===== src/rtl/ringn_gen_sync.sv =====
`default_nettype none
// ============================================================================
// Module      : ringn_gen_sync
// Description : Clocked model of a self-timed multirail ring oscillator.
//               Each stage holds a RAILS-bit code (all-zero = NULL,
//               one-hot = DATA). Every rail is a C-element of its input and
//               its enable, evaluated once per rising clock edge, so the
//               whole ring advances in lock-step with no combinational path
//               between stage registers. One DATA token circulates; each pass
//               through the wrap-around stage rotates it down by one rail.
//               Stage TAP is presented on `out` and is handshaked with an
//               external consumer through out_comp.
// Revision    : 1.0 - initial release
// ----------------------------------------------------------------------------
// Ports
//   clk        : clock, all state changes on the rising edge
//   init       : asynchronous active-high reset
//   run        : 1 = ring advances, 0 = ring, J and count frozen
//   out_comp   : consumer completion (1 = DATA taken, 0 = NULL taken)
//   out        : stage TAP register contents
//   data_count : DATA wavefronts emitted on out, modulo 2^CNT_W
//   err        : sticky, set when any stage holds a multi-hot code
// ============================================================================
module ringn_gen_sync #(
    parameter int RAILS  = 4,
    parameter int STAGES = 4,
    parameter int TAP    = 2,
    parameter int CNT_W  = 16
) (
    input  logic             clk,
    input  logic             init,
    input  logic             run,
    input  logic             out_comp,
    output logic [RAILS-1:0] out,
    output logic [CNT_W-1:0] data_count,
    output logic             err
);

    logic [RAILS-1:0]  w_z   [STAGES];  // current stage registers
    logic [RAILS-1:0]  w_nxt [STAGES];  // C-element results for each stage
    logic [STAGES-1:0] w_comp;          // per-stage completion (OR of rails)
    logic [STAGES-1:0] w_multi;         // per-stage illegal multi-hot flag
    logic              r_j;
    logic [CNT_W-1:0]  r_cnt;
    logic              r_err;
    logic              w_j_c;
    logic              w_tap_rise;

    genvar k;
    generate
        for (k = 0; k < STAGES; k++) begin : g_stage
            // The last stage wakes up holding rail-0 DATA; everything else NULL.
            localparam logic [RAILS-1:0] c_RST = (k == STAGES - 1) ? RAILS'(1) : '0;

            logic [RAILS-1:0] r_z;
            logic [RAILS-1:0] w_a;
            logic             w_en;
            logic [RAILS-1:0] w_en_v;

            if (k == 0) begin : g_wrap
                // Rotate right by one rail on the wrap: rail r takes rail r+1,
                // so the token steps down one rail per trip round the ring.
                assign w_a = {w_z[STAGES-1][0], w_z[STAGES-1][RAILS-1:1]};
            end else begin : g_link
                assign w_a = w_z[k-1];
            end

            if (k == TAP) begin : g_en_tap
                // The output stage is paced by the consumer handshake.
                assign w_en = ~r_j;
            end else begin : g_en_ring
                assign w_en = ~w_comp[(k + 1) % STAGES];
            end

            assign w_en_v   = {RAILS{w_en}};
            assign w_nxt[k] = (w_a & w_en_v) | (r_z & (w_a | w_en_v));

            always_ff @(posedge clk or posedge init) begin
                if (init) begin
                    r_z <= c_RST;
                end else if (run) begin
                    r_z <= w_nxt[k];
                end
            end

            assign w_z[k]     = r_z;
            assign w_comp[k]  = |r_z;
            // x & (x-1) clears the lowest set bit; anything left means >= 2 rails.
            assign w_multi[k] = |(r_z & (r_z - RAILS'(1)));
        end
    endgenerate

    // Completion of the stage after the tap combined with the consumer's
    // acknowledgement decides when the tap may take the next wavefront.
    assign w_j_c = w_comp[TAP+1];

    // Count on the same edge that loads DATA into the tap so the count and
    // the new wavefront appear together.
    assign w_tap_rise = (|w_nxt[TAP]) & ~w_comp[TAP];

    always_ff @(posedge clk or posedge init) begin
        if (init) begin
            r_j <= 1'b0;
        end else if (run) begin
            r_j <= (w_j_c & out_comp) | (r_j & (w_j_c | out_comp));
        end
    end

    always_ff @(posedge clk or posedge init) begin
        if (init) begin
            r_cnt <= '0;
        end else if (run && w_tap_rise) begin
            r_cnt <= r_cnt + CNT_W'(1);
        end
    end

    // Error detection keeps watching while the ring is frozen.
    always_ff @(posedge clk or posedge init) begin
        if (init) begin
            r_err <= 1'b0;
        end else if (|w_multi) begin
            r_err <= 1'b1;
        end
    end

    assign out        = w_z[TAP];
    assign data_count = r_cnt;
    assign err        = r_err;

endmodule
`default_nettype wire


===== config.mk =====
export PLATFORM = sky130hd
export DESIGN_NAME = ringn_gen_sync
export DESIGN_NICKNAME = d
export VERILOG_FILES = /design/src/rtl/ringn_gen_sync.sv
export SDC_FILE = /design/constraint.sdc
export NUM_CORES = 1
export LEC_CHECK = 0
export CAP_MARGIN = 0
export CORE_MARGIN = 5
export CORE_UTILIZATION = 56
export CTS_CLUSTER_SIZE = 24
export DETAILED_ROUTE_END_ITERATION = 10
export GPL_TIMING_DRIVEN = 0
export HOLD_SLACK_MARGIN = 0.05
export PLACE_DENSITY = 0.91
export SETUP_SLACK_MARGIN = 0.1
export SKIP_CTS_REPAIR_TIMING = 1
export SYNTH_ARGS = -nofsm -noshare
export SYNTH_HDL_FRONTEND = slang
export SYNTH_SLANG_ARGS = --single-unit

===== constraint.sdc =====
create_clock -name clk -period 2.8 [get_ports clk]
set_clock_uncertainty 0.05 [all_clocks]
set_input_delay 0.56 -clock clk [delete_from_list [all_inputs] [get_ports clk]]
set_output_delay 0.56 -clock clk [all_outputs]
set_load 0.05 [all_outputs]

# --- Word level (Yosys, flattened, before mapping) ---
# Index checks and enable logic that the tools add are counted.
op_classes:
  addsub: 5
  n_bitwise: 29
  n_reduce_logical: 7
op_table:
  columns: ["op", "count"]
  rows:
  - ["$and 4x4->4", 12]
  - ["$or 4x4->4", 8]
  - ["$reduce_or 4->1", 5]
  - ["$add 16x1->16 const B", 1]
  - ["$reduce_or 16->1", 1]
  - ["$sub 4x1->4 const B", 4]
  - ["$not 1->1", 4]
  - ["$and 1x1->1", 3]
  - ["$or 1x1->1", 2]
  - ["$logic_and 1x1->1", 1]
totals:
  ff_bits: 34
  in_bits: 4
  out_inout_bits: 21
  word_cells: 48

# --- Depth between registers and ports, before layout ---
depth:
  depth_word: 7
  mapped_depth: 5
  ltp_nobuf: 5

# --- Worst setup path after synthesis ---
# No wires, ideal clock.
synth_path:
  path_type: "register -> register"
  startpoint: "register g_stage[2].r_z[1], in the netlist out[1]"
  endpoint: "register r_cnt[13], in the netlist data_count[13]"
  setup_ns: 0.141
  arrival_time_ns: 1.699
  required_time_ns: 2.609
  setup_slack_ns: 0.910
  path_stages_with_launch: 6
  n_path_buf: 0
  period_less_slack_ns: 1.890
  cell_sequence: "dfrtp_1 a21bo_1 o31ai_2 a211oi_4 nand4_1 xnor2_1"
synth_via:
  elab_chain_len: 5
  elab_cells_between_ends: 7
  classes_between: "bitwise: 4; reduce/logical: 3"
synth_lines:
  columns: ["item", "line_no", "text"]
  rows:
  - ["start: declaration", "55", "logic [RAILS-1:0] r_z;"]
  - ["start signal: assignment", "80", "r_z <= c_RST;"]
  - ["start signal: assignment", "82", "r_z <= w_nxt[k];"]
  - ["$and 4x4->4", "76", "assign w_nxt[k] = (w_a & w_en_v) | (r_z & (w_a | w_en_v));"]
  - ["$or 4x4->4", "76", null]
  - ["$reduce_or 4->1", "99", "assign w_tap_rise = (|w_nxt[TAP]) & ~w_comp[TAP];"]
  - ["$and 1x1->1 *", "99", null]
  - ["$logic_and 1x1->1 *", "112", "end else if (run && w_tap_rise) begin"]
  - ["end signal: assignment", "113", "r_cnt <= r_cnt + CNT_W'(1);"]
  - ["end: declaration", "44", "logic [CNT_W-1:0] r_cnt;"]
# Every way passes the cells marked *; elsewhere a longest branch is shown, timed or not.
# A chain may end at the register's enable or synchronous reset.

# --- Worst setup path after layout ---
layout_path:
  startpoint: "register g_stage[2].r_z[1], in the netlist out[1]"
  endpoint: "output out[1]"
layout_lines:
  columns: ["item", "line_no", "text"]
  rows:
  - ["end: declaration", "34", "output logic [RAILS-1:0] out,"]
# No word-level cell between the ends.

==> run metrics <==
sequential cell area=852 sq um; number of levels the H-tree was split into=2; multi-input combinational cell area=727 sq um; Cell variety after synth=31; number of filler instances in the final layout=209; number of warnings reported in the yosys synthesis log=0; RSZ-0062 raised after global routing=no; fraction of layout instances using a drive strength above 1=8.38%; cells along the critical path=clkdlybuf4s50_1; Remaining DRCs=0; number of core rows=19; Vert. Die Dim=63.4 um; number of port buffers=23; Clk Latency, worst-skew pair=0.34 ns; initial drt markers=61; antenna diode count=0; cell area after synthesis=0.00160 sq mm; met2 global-route usage=30.3%; maximum number of buffers from clock root to sink=2; delay-heaviest family, CP=buffers and inverters; slew at the pin with the worst max-slew slack=0.693 ns; type of origin of the critical path=flop; final hold violation count=0; fraction of the yosys area taken by sequential cells=53.4%; GRT overflow=0; prevailing post-synth register cell=dfrtp_1; number of flip-flops and latches in the synthesized netlist=34; clock buffers created by TritonCTS=5; P&R area growth vs syn=20.6%; worst path bufs/invs=1; Fmax achieved=424 MHz; global-route wire length before repair=6010 um; max-cap violations=0; remaining max-slew budget at the tightest pin=53.8%; antenna violations before repair=0; count of nets left with antenna violations after detail routing=0; max-slew violations=0; nets@finish=195; Syn Area/Cell=9.97 sq um; final setup fails=0; All-Layer GR Usage=19.4%; internal reg-to-reg setup slack=0.91 ns; crit path time final=2.36 ns; slowest cell on the critical path=clkdlybuf4s50_1; critical path required time=2.19 ns; status=finished, final reports clean; final sum of negative setup slack=0 ns; met3 routing resource usage after global routing=6.75%; Clock transition at path regs=0.11 ns; dominant cell type by area after synthesis=dfrtp_1; post-detailed-route via-to-cell ratio=5.99; CTS sink cnt=34; clock root buffer=clkbuf_4; minimum setup slack after placement=0.693 ns; clock tree from TritonCTS=built; routed via count=1330; post-detailed-routing wire length=3520 um; placed insts=214; top library cells by usage in the layout, fill and taps aside=33 x dfrtp_1, 32 x nor2_1, 23 x clkdlybuf4s50_1, 20 x a21oi_1; die footprint=0.00402 sq mm; Initial Utilization=58.4%; signal arrival time at the worst endpoint=1.75 ns; cell types with the largest area share after synthesis=dfrtp_1 52%, nor2_1 7.5%, xnor2_1 7.1%; met1 routing resource usage after global routing=23.7%; number of synthesized flops with an enable pin=0; min setup slack post-route=0.440 ns; commonest non-fill, non-tap cell in the layout=dfrtp_1; vias in the first global route=1266; largest stage delay on the critical path=0.87 ns; synthesized instance count=160; hold crit path type=reg2reg; post-synthesis async set-or-reset flop share=100%; dpl hpwl=2550 um; Post-Route Utilization=70.4%; post-synth net total=165; Design Area, Final=0.00192 sq mm; kind of end point of the critical path=output port; share of Yosys cell area claimed by the top area cell type=51.8%; DIE WIDTH=63.4 um; areal power density over the cells=418 mW/mm^2; IO Pins=25; weighted congestion at the end of routability-driven global placement=0.851; critical path type=reg2out; average routed wire per standard cell=15.9 um; pin count of the biggest net entering global routing=35; area of the core=0.00273 sq mm; Area after DPL=0.00186 sq mm; crit share post-route=84.3%; Leak Pwr=0.843 nW; detailed-router iteration count before antenna repair=5; filler-free cell count of the finished design=222; peak supply drop=0.424 mV; maximum fanout count along the critical path=8; most heavily used metal layer in global routing=met2
[area by class of cell]
type | count | share of cell area (%)
buffer | 1 | 0.260
clock buffer | 7 | 2.86
clock inverter | 1 | 0.260
inverter | 3 | 0.585
multi-input combinational | 122 | 37.8
sequential | 34 | 44.3
tap | 31 | 2.02
timing repair buffer | 23 | 12.0
[cell usage after synthesis, drive strengths merged, types with 3 or more instances]
master,instances
inv,3
nor2,32
nand2b,3
nand4,3
xnor2,13
dfrtp,33
nand3,7
and2,3
nand2,13
and4,3
o21ai,5
a21oi,20
[state kept, by name, indices dropped and copies added, names as in the netlist]
signal / flops
err: 1
r_j: 1
data_count: 16
g_stage.r_z: 12
out: 4
[through the flow]
step           power, W  hold WS [ns]
2_1_floorplan  0.000520         0.463
3_3_place_gp   0.000527         0.411
5_1_grt        0.000840         0.470
6_report       0.000804         0.430
4_1_cts        0.000811         0.434
3_5_place_dp   0.000528         0.415
[cells by family after synthesis]
| family | count (synthesis) | share of synthesized area (%) |
|---|---|---|
| XOR/XNOR | 15 | 8.24 |
| buffers and inverters | 4 | 1.02 |
| adder cells (fa/ha/maj) | 1 | 0.784 |
| AND/OR/NAND/NOR | 69 | 20.5 |
| multiplexers | 1 | 0.706 |
| flip-flops | 34 | 53.4 |
| AO/OA/AOI/OAI | 36 | 15.4 |
[path summary, 6_finish.rpt]
path                                startpoint                 to  depth (start not counted)
worst min register to register  data_count[15]     data_count[15]                          1
worst max-delay path                    out[1]             out[1]                          1
max in group asynchronous                 init  g_stage[0].r_z[2]                          2
worst min-delay path            data_count[15]     data_count[15]                          1
worst max register to register          out[1]     data_count[10]                          5
min in group asynchronous                 init     data_count[13]                          2
[report_power, final]
part | switching, W | total, W | internal, W
Clock | 0.000164 | 0.000286 | 0.000122
Sequential | 0 | 0.000491 | 0.000491
Combinational | 0.0000208 | 0.0000276 | 0.00000674
[per-layer routing]
layer | wire (um) | vias to the layer above
met5 | 0 | -
met4 | 98 | 0
met3 | 264 | 10
met2 | 1770 | 64
met1 | 1390 | 637
li1 | - | 619
Power figures use the tool's default switching activity.
